[src/rtl/uart_led_ctrl.sv]
// UART command receiver: toggles/clears LEDs from ASCII digits and echoes
// accepted bytes. Optional parity on both directions.
module uart_led_ctrl #(
  parameter int CLK_HZ   = 12000000,
  parameter int BAUD     = 9600,
  parameter int NUM_LEDS = 5,
  parameter int PARITY   = 0,
  parameter int ECHO     = 1
) (
  input  logic                CLK,
  input  logic                RST,
  input  logic                RX,
  output logic                TX,
  output logic [NUM_LEDS-1:0] LED,
  output logic                RX_VALID,
  output logic [7:0]          RX_DATA,
  output logic                FRAME_ERR,
  output logic                PARITY_ERR
);

  localparam int DIV = CLK_HZ / BAUD;
  localparam int CW  = $clog2(DIV);
  localparam logic [CW-1:0] DIV_M1 = CW'(DIV - 1);
  localparam logic [CW-1:0] HALF   = CW'(DIV / 2);
  localparam logic [3:0]    TX_BITS_AFTER_START = (PARITY != 0) ? 4'd10 : 4'd9;

  function automatic logic par_of(input logic [7:0] d);
    return (PARITY == 1) ? ~(^d) : (^d);
  endfunction

  // Reset enters asynchronously but leaves on a clock edge.
  logic [1:0] rst_sync_reg;
  logic       rst_int;

  always_ff @(posedge CLK or posedge RST) begin
    if (RST) rst_sync_reg <= 2'b11;
    else     rst_sync_reg <= {rst_sync_reg[0], 1'b0};
  end
  assign rst_int = rst_sync_reg[1];

  logic sync1_reg, rxs_reg;

  always_ff @(posedge CLK or posedge rst_int) begin
    if (rst_int) begin
      sync1_reg <= 1'b1;
      rxs_reg   <= 1'b1;
    end else begin
      sync1_reg <= RX;
      rxs_reg   <= sync1_reg;
    end
  end

  typedef enum logic [2:0] {
    S_WAIT_IDLE, S_IDLE, S_START, S_DATA, S_PAR, S_STOP
  } rx_state_t;

  rx_state_t      rx_state_reg;
  logic [CW-1:0]  rx_cnt_reg;
  logic [2:0]     rx_bit_reg;
  logic [7:0]     rx_shift_reg;
  logic           rx_par_reg;
  logic [7:0]     rx_data_reg;
  logic           rx_valid_reg, frame_err_reg, parity_err_reg;

  always_ff @(posedge CLK or posedge rst_int) begin
    if (rst_int) begin
      rx_state_reg   <= S_WAIT_IDLE;
      rx_cnt_reg     <= '0;
      rx_bit_reg     <= '0;
      rx_shift_reg   <= '0;
      rx_par_reg     <= 1'b0;
      rx_data_reg    <= '0;
      rx_valid_reg   <= 1'b0;
      frame_err_reg  <= 1'b0;
      parity_err_reg <= 1'b0;
    end else begin
      rx_valid_reg   <= 1'b0;
      frame_err_reg  <= 1'b0;
      parity_err_reg <= 1'b0;
      case (rx_state_reg)
        S_WAIT_IDLE: if (rxs_reg) rx_state_reg <= S_IDLE;
        S_IDLE: begin
          if (!rxs_reg) begin
            rx_cnt_reg   <= HALF;
            rx_state_reg <= S_START;
          end
        end
        S_START: begin
          if (rx_cnt_reg != '0) rx_cnt_reg <= rx_cnt_reg - 1'b1;
          else if (rxs_reg) rx_state_reg <= S_IDLE;
          else begin
            rx_cnt_reg   <= DIV_M1;
            rx_bit_reg   <= '0;
            rx_state_reg <= S_DATA;
          end
        end
        S_DATA: begin
          if (rx_cnt_reg != '0) rx_cnt_reg <= rx_cnt_reg - 1'b1;
          else begin
            rx_shift_reg <= {rxs_reg, rx_shift_reg[7:1]};
            rx_cnt_reg   <= DIV_M1;
            rx_bit_reg   <= rx_bit_reg + 1'b1;
            if (rx_bit_reg == 3'd7) rx_state_reg <= (PARITY != 0) ? S_PAR : S_STOP;
          end
        end
        S_PAR: begin
          if (rx_cnt_reg != '0) rx_cnt_reg <= rx_cnt_reg - 1'b1;
          else begin
            rx_par_reg   <= rxs_reg;
            rx_cnt_reg   <= DIV_M1;
            rx_state_reg <= S_STOP;
          end
        end
        S_STOP: begin
          if (rx_cnt_reg != '0) rx_cnt_reg <= rx_cnt_reg - 1'b1;
          else if (!rxs_reg) begin
            frame_err_reg <= 1'b1;
            rx_state_reg  <= S_WAIT_IDLE;
          end else if ((PARITY != 0) && (rx_par_reg != par_of(rx_shift_reg))) begin
            parity_err_reg <= 1'b1;
            rx_state_reg   <= S_IDLE;
          end else begin
            rx_valid_reg <= 1'b1;
            rx_data_reg  <= rx_shift_reg;
            rx_state_reg <= S_IDLE;
          end
        end
        default: rx_state_reg <= S_WAIT_IDLE;
      endcase
    end
  end

  assign RX_VALID   = rx_valid_reg;
  assign RX_DATA    = rx_data_reg;
  assign FRAME_ERR  = frame_err_reg;
  assign PARITY_ERR = parity_err_reg;

  // '1'+gi addresses LED[gi]; '0' clears everything.
  logic [NUM_LEDS-1:0] led_hit;
  logic [NUM_LEDS-1:0] led_reg;

  for (genvar gi = 0; gi < NUM_LEDS; gi++) begin : g_led_hit
    assign led_hit[gi] = (rx_data_reg == 8'(8'h31 + gi));
  end

  always_ff @(posedge CLK or posedge rst_int) begin
    if (rst_int) led_reg <= '0;
    else if (rx_valid_reg) begin
      if (rx_data_reg == 8'h30) led_reg <= '0;
      else                      led_reg <= led_reg ^ led_hit;
    end
  end
  assign LED = led_reg;

  typedef enum logic {T_IDLE, T_SHIFT} tx_state_t;

  tx_state_t     tx_state_reg;
  logic [CW-1:0] tx_cnt_reg;
  logic [3:0]    tx_left_reg;
  logic [9:0]    tx_shift_reg;
  logic          tx_reg;
  logic [7:0]    hold_reg;
  logic          hold_full_reg;
  logic          tx_req, tx_done, tx_free;

  assign tx_req  = (ECHO != 0) && rx_valid_reg;
  assign tx_done = (tx_state_reg == T_SHIFT) && (tx_cnt_reg == '0) && (tx_left_reg == '0);
  assign tx_free = (tx_state_reg == T_IDLE) || tx_done;

  function automatic logic [9:0] frame_of(input logic [7:0] d);
    return (PARITY != 0) ? {1'b1, par_of(d), d} : {2'b11, d};
  endfunction

  always_ff @(posedge CLK or posedge rst_int) begin
    if (rst_int) begin
      tx_state_reg  <= T_IDLE;
      tx_cnt_reg    <= '0;
      tx_left_reg   <= '0;
      tx_shift_reg  <= '0;
      tx_reg        <= 1'b1;
      hold_reg      <= '0;
      hold_full_reg <= 1'b0;
    end else begin
      if (tx_state_reg == T_SHIFT) begin
        if (tx_cnt_reg != '0) tx_cnt_reg <= tx_cnt_reg - 1'b1;
        else if (tx_left_reg != '0) begin
          tx_reg       <= tx_shift_reg[0];
          tx_shift_reg <= {1'b1, tx_shift_reg[9:1]};
          tx_left_reg  <= tx_left_reg - 1'b1;
          tx_cnt_reg   <= DIV_M1;
        end else begin
          tx_state_reg <= T_IDLE;
        end
      end
      // Holding byte has priority; a new byte then takes its place.
      if (tx_free && (hold_full_reg || tx_req)) begin
        tx_state_reg <= T_SHIFT;
        tx_reg       <= 1'b0;
        tx_cnt_reg   <= DIV_M1;
        tx_left_reg  <= TX_BITS_AFTER_START;
        if (hold_full_reg) begin
          tx_shift_reg  <= frame_of(hold_reg);
          hold_full_reg <= tx_req;
          if (tx_req) hold_reg <= rx_data_reg;
        end else begin
          tx_shift_reg <= frame_of(rx_data_reg);
        end
      end else if (tx_req && !hold_full_reg) begin
        hold_reg      <= rx_data_reg;
        hold_full_reg <= 1'b1;
      end
    end
  end
  assign TX = tx_reg;

endmodule

[config.mk]
export PLATFORM = sky130hd
export DESIGN_NAME = uart_led_ctrl
export DESIGN_NICKNAME = d
export VERILOG_FILES = /design/src/rtl/uart_led_ctrl.sv
export SDC_FILE = /design/constraint.sdc
export NUM_CORES = 1
export LEC_CHECK = 0
export ABC_AREA = 1
export CELL_PAD_IN_SITES_DETAIL_PLACEMENT = 1
export CELL_PAD_IN_SITES_GLOBAL_PLACEMENT = 1
export CORE_UTILIZATION = 35
export DETAILED_ROUTE_END_ITERATION = 8
export GPL_TIMING_DRIVEN = 0
export PLACE_DENSITY = 0.6
export REMOVE_ABC_BUFFERS = 1
export SLEW_MARGIN = 30
export SYNTH_ARGS = -nofsm -noshare
export SYNTH_HDL_FRONTEND = slang
export SYNTH_SLANG_ARGS = --single-unit
[constraint.sdc]
create_clock -name CLK -period 5 [get_ports CLK]
set_input_delay 0.75 -clock CLK [delete_from_list [all_inputs] [get_ports CLK]]
set_output_delay 0.75 -clock CLK [all_outputs]
set_load 0.02 [all_outputs]
==> results of run 1 <==
[cell families after synthesis]
group,share of synthesized area [%]
flip-flops,49.02
AO/OA/AOI/OAI,8.491
other,0.09154
buffers and inverters,6.994
AND/OR/NAND/NOR,31.43
XOR/XNOR,2.138
adder cells (fa/ha/maj),1.833
[stage by stage]
| step | std cells | hold slack [ns] |
|---|---|---|
| finish | 673 | 0.2359 |
| global route | 673 | 0.2737 |
| CTS | 673 | 0.2492 |
| detailed placement | 657 | 0.2434 |
| global placement | 656 | 0.3474 |
| floorplan | 495 | 0.3452 |
[final cells by class]
type	count	area [um^2]	share of cell area (%)
multi-input combinational	357	1805	38.13
clock inverter	4	52.55	1.110
tap	143	178.9	3.779
sequential	80	2008	42.42
timing repair buffer	19	207.7	4.387
inverter	58	225.2	4.757
clock buffer	12	256.5	5.418
[placed cells by master (no fill, tap or decap), types with 7 or more instances in the layout]
master and count:
sky130_fd_sc_hd__o21ai_2 7, sky130_fd_sc_hd__dfrtp_1 75, sky130_fd_sc_hd__inv_1 50, sky130_fd_sc_hd__nand2_1 149, sky130_fd_sc_hd__nand3_1 38, sky130_fd_sc_hd__clkbuf_16 9
sky130_fd_sc_hd__nand4_1 13, sky130_fd_sc_hd__a21oi_1 9, sky130_fd_sc_hd__nor3_1 8, sky130_fd_sc_hd__o21ai_0 36, sky130_fd_sc_hd__o21ai_1 8, sky130_fd_sc_hd__clkdlybuf4s50_1 18
sky130_fd_sc_hd__xor2_1 9, sky130_fd_sc_hd__nor2_1 37, sky130_fd_sc_hd__nor2_2 9
[power by group]
part | switching [mW] | internal (mW)
Sequential | 0.0301 | 0.680
Combinational | 0.241 | 0.104
Clock | 0.273 | 0.414
[layer usage]
metal | routed length (um) | track usage (%) | up-vias
met3 | 175 | 3.233 | 11
li1 | - | - | 1660
met5 | 0 | 0 | -
met1 | 4779 | 23.46 | 1628
met4 | 181 | 7.613 | 0
met2 | 4442 | 29.46 | 30
[how the worst min path moves through the flow]
stage / end / slack (ns)
after floorplan: rst_sync_reg[1]$_DFF_PP1_ / 0.35
after global placement: rxs_reg$_DFF_PP1_ / 0.35
after detailed placement: rx_cnt_reg[0]$_DFFE_PP0P_ / 0.24
after CTS: rx_cnt_reg[5]$_DFFE_PP0P_ / 0.25
after global routing: tx_left_reg[0]$_DFFE_PP0P_ / 0.27
final: rx_cnt_reg[5]$_DFFE_PP0P_ / 0.24
==> flow_summary.toml, run 1 <==
[status]
outcome = "complete, no violations"

[logic_synthesis]
yosys.area.top_type_share_pct = 45.82
synth_seq_area_share_pct = 49.02
ys_dominant_reg_cell = "sky130_fd_sc_hd__dfrtp_1"
synth.distinct_cells = 35
post_synth.cell_area_avg_um2 = 8.144
synth.ff_latch_count = 80
post_synth_instance_area_mm2 = 0.004096
yosys.cell_count.top_type = "sky130_fd_sc_hd__nand2_1"
yosys-top-cells-count = "sky130_fd_sc_hd__nand2_1 (149), sky130_fd_sc_hd__dfrtp_1 (75), sky130_fd_sc_hd__inv_1 (51), sky130_fd_sc_hd__nand3_1 (38), sky130_fd_sc_hd__nor2_1 (37)"
synth_top_cells_by_area = "sky130_fd_sc_hd__dfrtp_1 (46%), sky130_fd_sc_hd__nand2_1 (14%), sky130_fd_sc_hd__inv_1 (4.7%)"
ys.warnings.count = 0
post_synth_inst_count = 503
synth_top_cell_by_area = "sky130_fd_sc_hd__dfrtp_1"
async_reset_ff_share_pct = 100.0
synth_edf_count = 0

[power_and_ir_drop]
totalPowerFinal_mw = 1.742
ir_worst_vdd_v = 0.0001797
leakage_nw = 2.334
powerDensity_mw_per_mm2 = 368.0

[clock_tree]
cts.root.buffer_cell = "sky130_fd_sc_hd__clkbuf_16"
holdBufCountCts = 0
post-cts-setup-buffers = 0
cts-resized-gates = 0
clock_insertion_delay_worst_skew_ns = 0.34
cts_num_sinks = 80
tritoncts = "yes"
cts_inserted_buffers = 9
clk_transition_reported_paths_ns = 0.06
ctsLongestPathBuffers = 2
htree_levels = 3

[finish]
area_growth_pct = 15.58
drive_above_1_share_pct = 12.08
layout.core_utilization_pct = 41.46
filler_cells = 1370
antenna-diode-count = 0
post-route-cell-area_mm2 = 0.004735
design.final.nets = 534

[job]
max-cap-violations = 0

[grt]
grt_overflow_total = 0
overall_track_demand_over_capacity_in_global_routing_pct = 18.02
number_of_antenna_violations_at_the_first_check_in_global_routing = 0
largest_net_degree_at_the_start_of_global_routing = 50
grt_first_pass_wirelength_mm = 16.54
vias_in_the_first_global_route = 3420

[critical_path]
r2r_slack_ns = 2.87
critical_path_buf_inv_count = 1
critical_path_arrival_ns = 1.77
biggest_cell_delay_along_the_critical_path_ns = 0.71
worst-path-stages = 1
critical-path-top-delay-family = "flip-flops"
startpoint = "RX_VALID$_DFF_PP0_"
path_max_fanout = 15
setup.worst_path.class = "reg2out"
worst-endpoint-required_ns = 4.25
capturing_element_of_the_worst_setup_path = "RX_VALID"
crit_path_top_delay_cell = "sky130_fd_sc_hd__dfrtp_1"
destination_of_the_worst_register_to_register_timing_path = "tx_cnt_reg[10]$_DFFE_PP0P_"
path_cells = "clkdlybuf4s50_1"
worst_r2r_startpoint = "RX_VALID$_DFF_PP0_"
timing.critical_path.to_type = "output pin"
timing.reg2reg.worst_path_depth = 6
critical_path.startpoint_type = "flop"

[die]
core_region_area_mm2 = 0.01142
fp.dieArea_mm2 = 0.01214
die_height_um = 110.2
floorplan.initialDensity_pct = 35.88
die_width_um = 110.2
boundaryPins = 20
core.rowCount = 39

[timing]
tns_ns = 0
final_cycle_utilization_of_the_critical_path_pct = 50.41
timing_worst_slew_pin_value_ns = 0.5940
min_period_ns = 2.521
timing.final.ws_setup_ns = 2.480
setup_viol = 0
slew_viol_final = 0
fmaxAchievable_mhz = 396.7
timing.max_slew.rel_slack_pct = 60.39
grt_setup_unrepaired = "false"
timing.clock.skew_ns = 0.008478
report.final.hold_viol_count = 0

[placement]
port_buffers = 18
hpwlAfterDp_mm = 6.809
placed_area_mm2 = 0.004425
pre_cts_ws_ns = 2.814
place.gp.congestion = 0.7532

[worst_hold_path]
hold_path_class = "reg2async"

[detailed_routing]
route.detailed.vias_per_inst = 4.947
detailedRoute.firstIterationViolations = 162
dr_total_vias = 3329
drcViolationCount = 0
firstDrtPassIters = 4
ant_nets = 0
routedWlPerCell_um = 14.23
post_detailed_routing_wire_length_mm = 9.578
Power figures use the tool's default switching activity.
==> run 2, diff against run 1 <==
Clock period 5 ns to 2.4 ns, I/O delays scaled along.
==> run 2 against run 1 <==
Against the previous run: die area unchanged; non-clock buffer count unchanged; via count about the same; count of clock-buffer cells in the layout unchanged; first-iteration DRC count increased by 1.2%; worst hold slack got worse by 0.0028 ns.
==> flow_summary.toml, run 2 (synthesized netlist as in run 1, its figures left out) <==
[finish]
antenna-diode-count = 0
design.final.nets = 534
post-route-cell-area_mm2 = 0.004742
layout.core_utilization_pct = 41.53
drive_above_1_share_pct = 12.08
layout_commonest_cell = "sky130_fd_sc_hd__nand2_1"
filler_cells = 1370
finalNonFillerCells = 673
most_frequent_cells_in_the_layout = "sky130_fd_sc_hd__nand2_1 (149), sky130_fd_sc_hd__dfrtp_1 (75), sky130_fd_sc_hd__inv_1 (50), sky130_fd_sc_hd__nand3_1 (38), sky130_fd_sc_hd__nor2_1 (37)"
area_growth_pct = 15.76

[critical_path]
path_max_fanout = 15
crit_path_top_delay_cell = "sky130_fd_sc_hd__dfrtp_1"
biggest_cell_delay_along_the_critical_path_ns = 0.71
critical_path.startpoint_type = "flop"
critical-path-top-delay-family = "flip-flops"
path_cells = "clkdlybuf4s50_1"
worst-endpoint-required_ns = 2.04
critical_path_buf_inv_count = 1
critical_path_arrival_ns = 1.77
timing.critical_path.to_type = "output pin"
setup.worst_path.class = "reg2out"

[die]
fp.dieArea_mm2 = 0.01214
core_region_area_mm2 = 0.01142
die_width_um = 110.2
floorplan.initialDensity_pct = 35.88
boundaryPins = 20
core.rowCount = 39
die_height_um = 110.2

[placement]
port_buffers = 18
hpwlAfterDp_mm = 6.809
dp.cells = 657
pre_cts_ws_ns = 0.2139
place.gp.congestion = 0.7532
placed_area_mm2 = 0.004425

[detailed_routing]
routedWlPerCell_um = 14.24
ant_nets = 0
drcViolationCount = 0
post_detailed_routing_wire_length_mm = 9.585
detailedRoute.firstIterationViolations = 164
route.detailed.vias_per_inst = 4.942
dr_total_vias = 3326
firstDrtPassIters = 4

[timing]
timing.clock.skew_ns = 0.008467
min_period_ns = 2.130
timing.max_slew.rel_slack_pct = 61.36
timing.final.ws_setup_ns = 0.2695
slew_viol_final = 0
setup_viol = 0
final_cycle_utilization_of_the_critical_path_pct = 88.77
timing_worst_slew_pin_value_ns = 0.5797
fmaxAchievable_mhz = 469.4
report.final.hold_viol_count = 0
grt_setup_unrepaired = "false"

[clock_tree]
cts_inserted_buffers = 9
htree_levels = 3
holdBufCountCts = 0
post-cts-setup-buffers = 0
ctsLongestPathBuffers = 2
cts-resized-gates = 0
cts.root.buffer_cell = "sky130_fd_sc_hd__clkbuf_16"
clock_insertion_delay_worst_skew_ns = 0.34
tritoncts = "yes"
cts_num_sinks = 80
clk_transition_reported_paths_ns = 0.06

[power_and_ir_drop]
sequential_cell_fraction_of_total_power_pct = 40.7
p_int_mw = 2.497
powerDensity_mw_per_mm2 = 765.4
ir_worst_vdd_v = 0.0003745
p_sw_mw = 1.133
share_clk_of_total_power_pct = 39.4
power.share.switching_pct = 31.21
power.share.combinational_pct = 19.8
leakage_nw = 2.335

[grt]
grt_first_pass_wirelength_mm = 16.54
largest_net_degree_at_the_start_of_global_routing = 50
number_of_antenna_violations_at_the_first_check_in_global_routing = 0
overall_track_demand_over_capacity_in_global_routing_pct = 18.02
grt_overflow_total = 0
vias_in_the_first_global_route = 3420

[worst_hold_path]
hold_path_class = "reg2async"

[status]
outcome = "complete, no violations"

[job]
max-cap-violations = 0
-- run 2: cell counts in the layout (fill, tap and decap cells not counted) --
No cell type changed its count.
-- run 2: final cells by class --
class / count / area [um^2] / area share [%]
inverters: 58 / 225.2 / 4.749
clock buffers: 12 / 256.5 / 5.409
well taps: 143 / 178.9 / 3.773
repair buffers: 19 / 207.7 / 4.380
multi-input cells: 357 / 1813 / 38.23
clock inverters: 4 / 52.55 / 1.108
flip-flops and latches: 80 / 2008 / 42.35
-- run 2: routing by layer --
layer / track usage [%] / up-vias / wire (um)
met5: 0 / - / 0
met2: 29.46 / 32 / 4452
li1: - / 1660 / -
met1: 23.46 / 1623 / 4765
met4: 7.613 / 0 / 181
met3: 3.233 / 11 / 186
-- run 2: per-stage QoR --
step	hold slack (ns)	power (mW)	setup TNS [ns]
2_1_floorplan	0.2715	2.045	0
6_report	0.2331	3.630	0
5_1_grt	0.2737	3.864	0
4_1_cts	0.2492	3.703	0
3_5_place_dp	0.2434	2.238	0
3_3_place_gp	0.3474	2.217	-82.80
-- run 2: final timing paths --
path / startpoint / endpoint / depth (start not counted) / slack, ns
min in group CLK: rst_sync_reg[0]$_DFF_PP1_ / rst_sync_reg[1]$_DFF_PP1_ / 0 / 0.36
max reg2reg: RX_VALID$_DFF_PP0_ / tx_cnt_reg[10]$_DFFE_PP0P_ / 6 / 0.42
max: RX_VALID$_DFF_PP0_ / RX_VALID / 1 / 0.27
min reg2reg: rst_sync_reg[1]$_DFF_PP1_ / rx_cnt_reg[5]$_DFFE_PP0P_ / 1 / 0.23
min: rst_sync_reg[1]$_DFF_PP1_ / rx_cnt_reg[5]$_DFFE_PP0P_ / 1 / 0.23
max in group asynchronous: rst_sync_reg[1]$_DFF_PP1_ / rxs_reg$_DFF_PP1_ / 2 / 1.59
-- run 2: power groups by stage --
stage	combinational, mW	clock, mW	sequential, mW
final	0.719	1.43	1.48
after global routing	0.848	1.53	1.49
after CTS	0.737	1.49	1.48
after detailed placement	0.736	0	1.50
after global placement	0.717	0	1.50
after floorplan	0.559	0	1.49
==> run 3, diff against run 2 <==
Settings changed: REMOVE_ABC_BUFFERS 1 to unset.
==> run 3 against run 2 <==
Against the previous run: count of clock-buffer cells in the layout fell by 1; power is 2.8% lower; critical path type unchanged; non-clock buffer count increased by 9; combinational power up 1%; clock power decreased by 7%.
==> flow_summary.toml, run 3 (synthesized netlist as in run 1, its figures left out) <==
[power_and_ir_drop]
leakage_nw = 2.375
powerDensity_mw_per_mm2 = 739.1
totalPowerFinal_mw = 3.530
ir_worst_vdd_v = 0.0003744

[detailed_routing]
post_detailed_routing_wire_length_mm = 9.848
route.detailed.vias_per_inst = 4.952
dr_total_vias = 3377
drcViolationCount = 0
ant_nets = 0
routedWlPerCell_um = 14.44
firstDrtPassIters = 4
detailedRoute.firstIterationViolations = 120

[timing]
slew_viol_final = 0
grt_setup_unrepaired = "false"
timing.clock.skew_ns = 0.005514
report.final.hold_viol_count = 0
hold_slack_ns = 0.1779
setup_viol = 0
min_period_ns = 1.859
fmaxAchievable_mhz = 538.0
tns_ns = 0
final_cycle_utilization_of_the_critical_path_pct = 77.44

[die]
die_width_um = 110.2
boundaryPins = 20
die_height_um = 110.2
core_region_area_mm2 = 0.01142
core.rowCount = 39
floorplan.initialDensity_pct = 35.88
fp.dieArea_mm2 = 0.01214

[clock_tree]
clock_insertion_delay_worst_skew_ns = 0.34
post-cts-setup-buffers = 0
cts_inserted_buffers = 9
cts_num_sinks = 80
tritoncts = "yes"
cts.root.buffer_cell = "sky130_fd_sc_hd__clkbuf_16"
ctsLongestPathBuffers = 2
holdBufCountCts = 0
htree_levels = 3
clk_transition_reported_paths_ns = 0.06
cts-resized-gates = 0

[finish]
finalNonFillerCells = 682
filler_cells = 1410
antenna-diode-count = 0
area_growth_pct = 16.59
most_frequent_cells_in_the_layout = "sky130_fd_sc_hd__nand2_1 (149), sky130_fd_sc_hd__dfrtp_1 (75), sky130_fd_sc_hd__inv_1 (50), sky130_fd_sc_hd__nand3_1 (38), sky130_fd_sc_hd__nor2_1 (37)"
drive_above_1_share_pct = 13.36
design.final.nets = 543
layout_commonest_cell = "sky130_fd_sc_hd__nand2_1"

[grt]
grt_first_pass_wirelength_mm = 17.06
grt_overflow_total = 0
vias_in_the_first_global_route = 3406
overall_track_demand_over_capacity_in_global_routing_pct = 18.47
largest_net_degree_at_the_start_of_global_routing = 64
number_of_antenna_violations_at_the_first_check_in_global_routing = 0

[critical_path]
biggest_cell_delay_along_the_critical_path_ns = 0.66
critical_path_buf_inv_count = 1
path_cells = "clkdlybuf4s50_1"
path_max_fanout = 6
crit_path_top_delay_cell = "sky130_fd_sc_hd__clkdlybuf4s50_1"
setup.worst_path.class = "reg2out"
critical_path_arrival_ns = 1.50
critical_path.startpoint_type = "flop"
timing.critical_path.to_type = "output pin"
critical-path-top-delay-family = "buffers and inverters"
worst-endpoint-required_ns = 2.04

[placement]
dp.cells = 666
place.gp.congestion = 0.7681
port_buffers = 18
hpwlAfterDp_mm = 7.180

[job]
max-cap-violations = 0

[worst_hold_path]
hold_path_class = "reg2async"

[status]
outcome = "complete, no violations"
run 3: cell types whose count changed in the layout (fill, tap and decap cells not counted), moves of 2 or more:
cell,change
sky130_fd_sc_hd__buf_6,+3
sky130_fd_sc_hd__clkinv_2,+3
sky130_fd_sc_hd__buf_2,+2
sky130_fd_sc_hd__buf_4,+2
sky130_fd_sc_hd__clkinvlp_4,-2
run 3: metrics by stage:
stage,util [%],setup slack (ns),area [um^2]
2_1_floorplan,-,0.07051,4100
3_3_place_gp,39.05,-1.069,4459
3_5_place_dp,39.34,0.5559,4492
4_1_cts,41.83,0.5241,4776
5_1_grt,41.83,0.3916,4776
6_report,41.83,0.5413,4776
run 3: cell type report:
| cell class | instances | area, um^2 | share of cell area (%) |
|---|---|---|---|
| Clock buffer | 11 | 252.7 | 5.292 |
| Buffer | 9 | 66.31 | 1.389 |
| Tap cell | 143 | 178.9 | 3.746 |
| Clock inverter | 5 | 31.28 | 0.6550 |
| Multi-Input combinational cell | 357 | 1805 | 37.80 |
| Inverter | 58 | 225.2 | 4.716 |
| Sequential cell | 80 | 2008 | 42.05 |
| Timing Repair Buffer | 19 | 207.7 | 4.349 |
run 3: per-layer routing:
metal | part of all wire [%] | wire [um] | vias to the layer above | GRT usage [%]
met2 | 47 | 4649 | 31 | 29.64
met3 | 2.0 | 197 | 12 | 2.881
met1 | 49 | 4830 | 1659 | 24.93
met4 | 1.7 | 170 | 0 | 7.331
met5 | 0 | 0 | - | 0
li1 | - | - | 1675 | -
run 3: path summary, 6_finish.rpt:
path	start	endpoint	slack (ns)	cells past startpoint
setup / recovery	RX_VALID$_DFF_PP0_	RX_VALID	0.54	1
hold / removal	rst_sync_reg[1]$_DFF_PP1_	rx_cnt_reg[1]$_DFFE_PP0P_	0.18	1
setup reg to reg	tx_cnt_reg[0]$_DFFE_PP0P_	tx_shift_reg[2]$_DFFE_PP0P_	0.57	10
hold reg to reg	rst_sync_reg[1]$_DFF_PP1_	rx_cnt_reg[1]$_DFFE_PP0P_	0.18	1
max in group asynchronous	rst_sync_reg[1]$_DFF_PP1_	TX$_DFFE_PP1P_	1.64	2
min in group CLK	rst_sync_reg[0]$_DFF_PP1_	rst_sync_reg[1]$_DFF_PP1_	0.36	0
run 3: report_power, final:
group | total [mW] | internal, mW | switching (mW)
clock network | 1.33 | 0.754 | 0.572
logic | 0.726 | 0.218 | 0.508
registers | 1.48 | 1.42 | 0.0612
total | 3.53 | 2.39 | 1.14
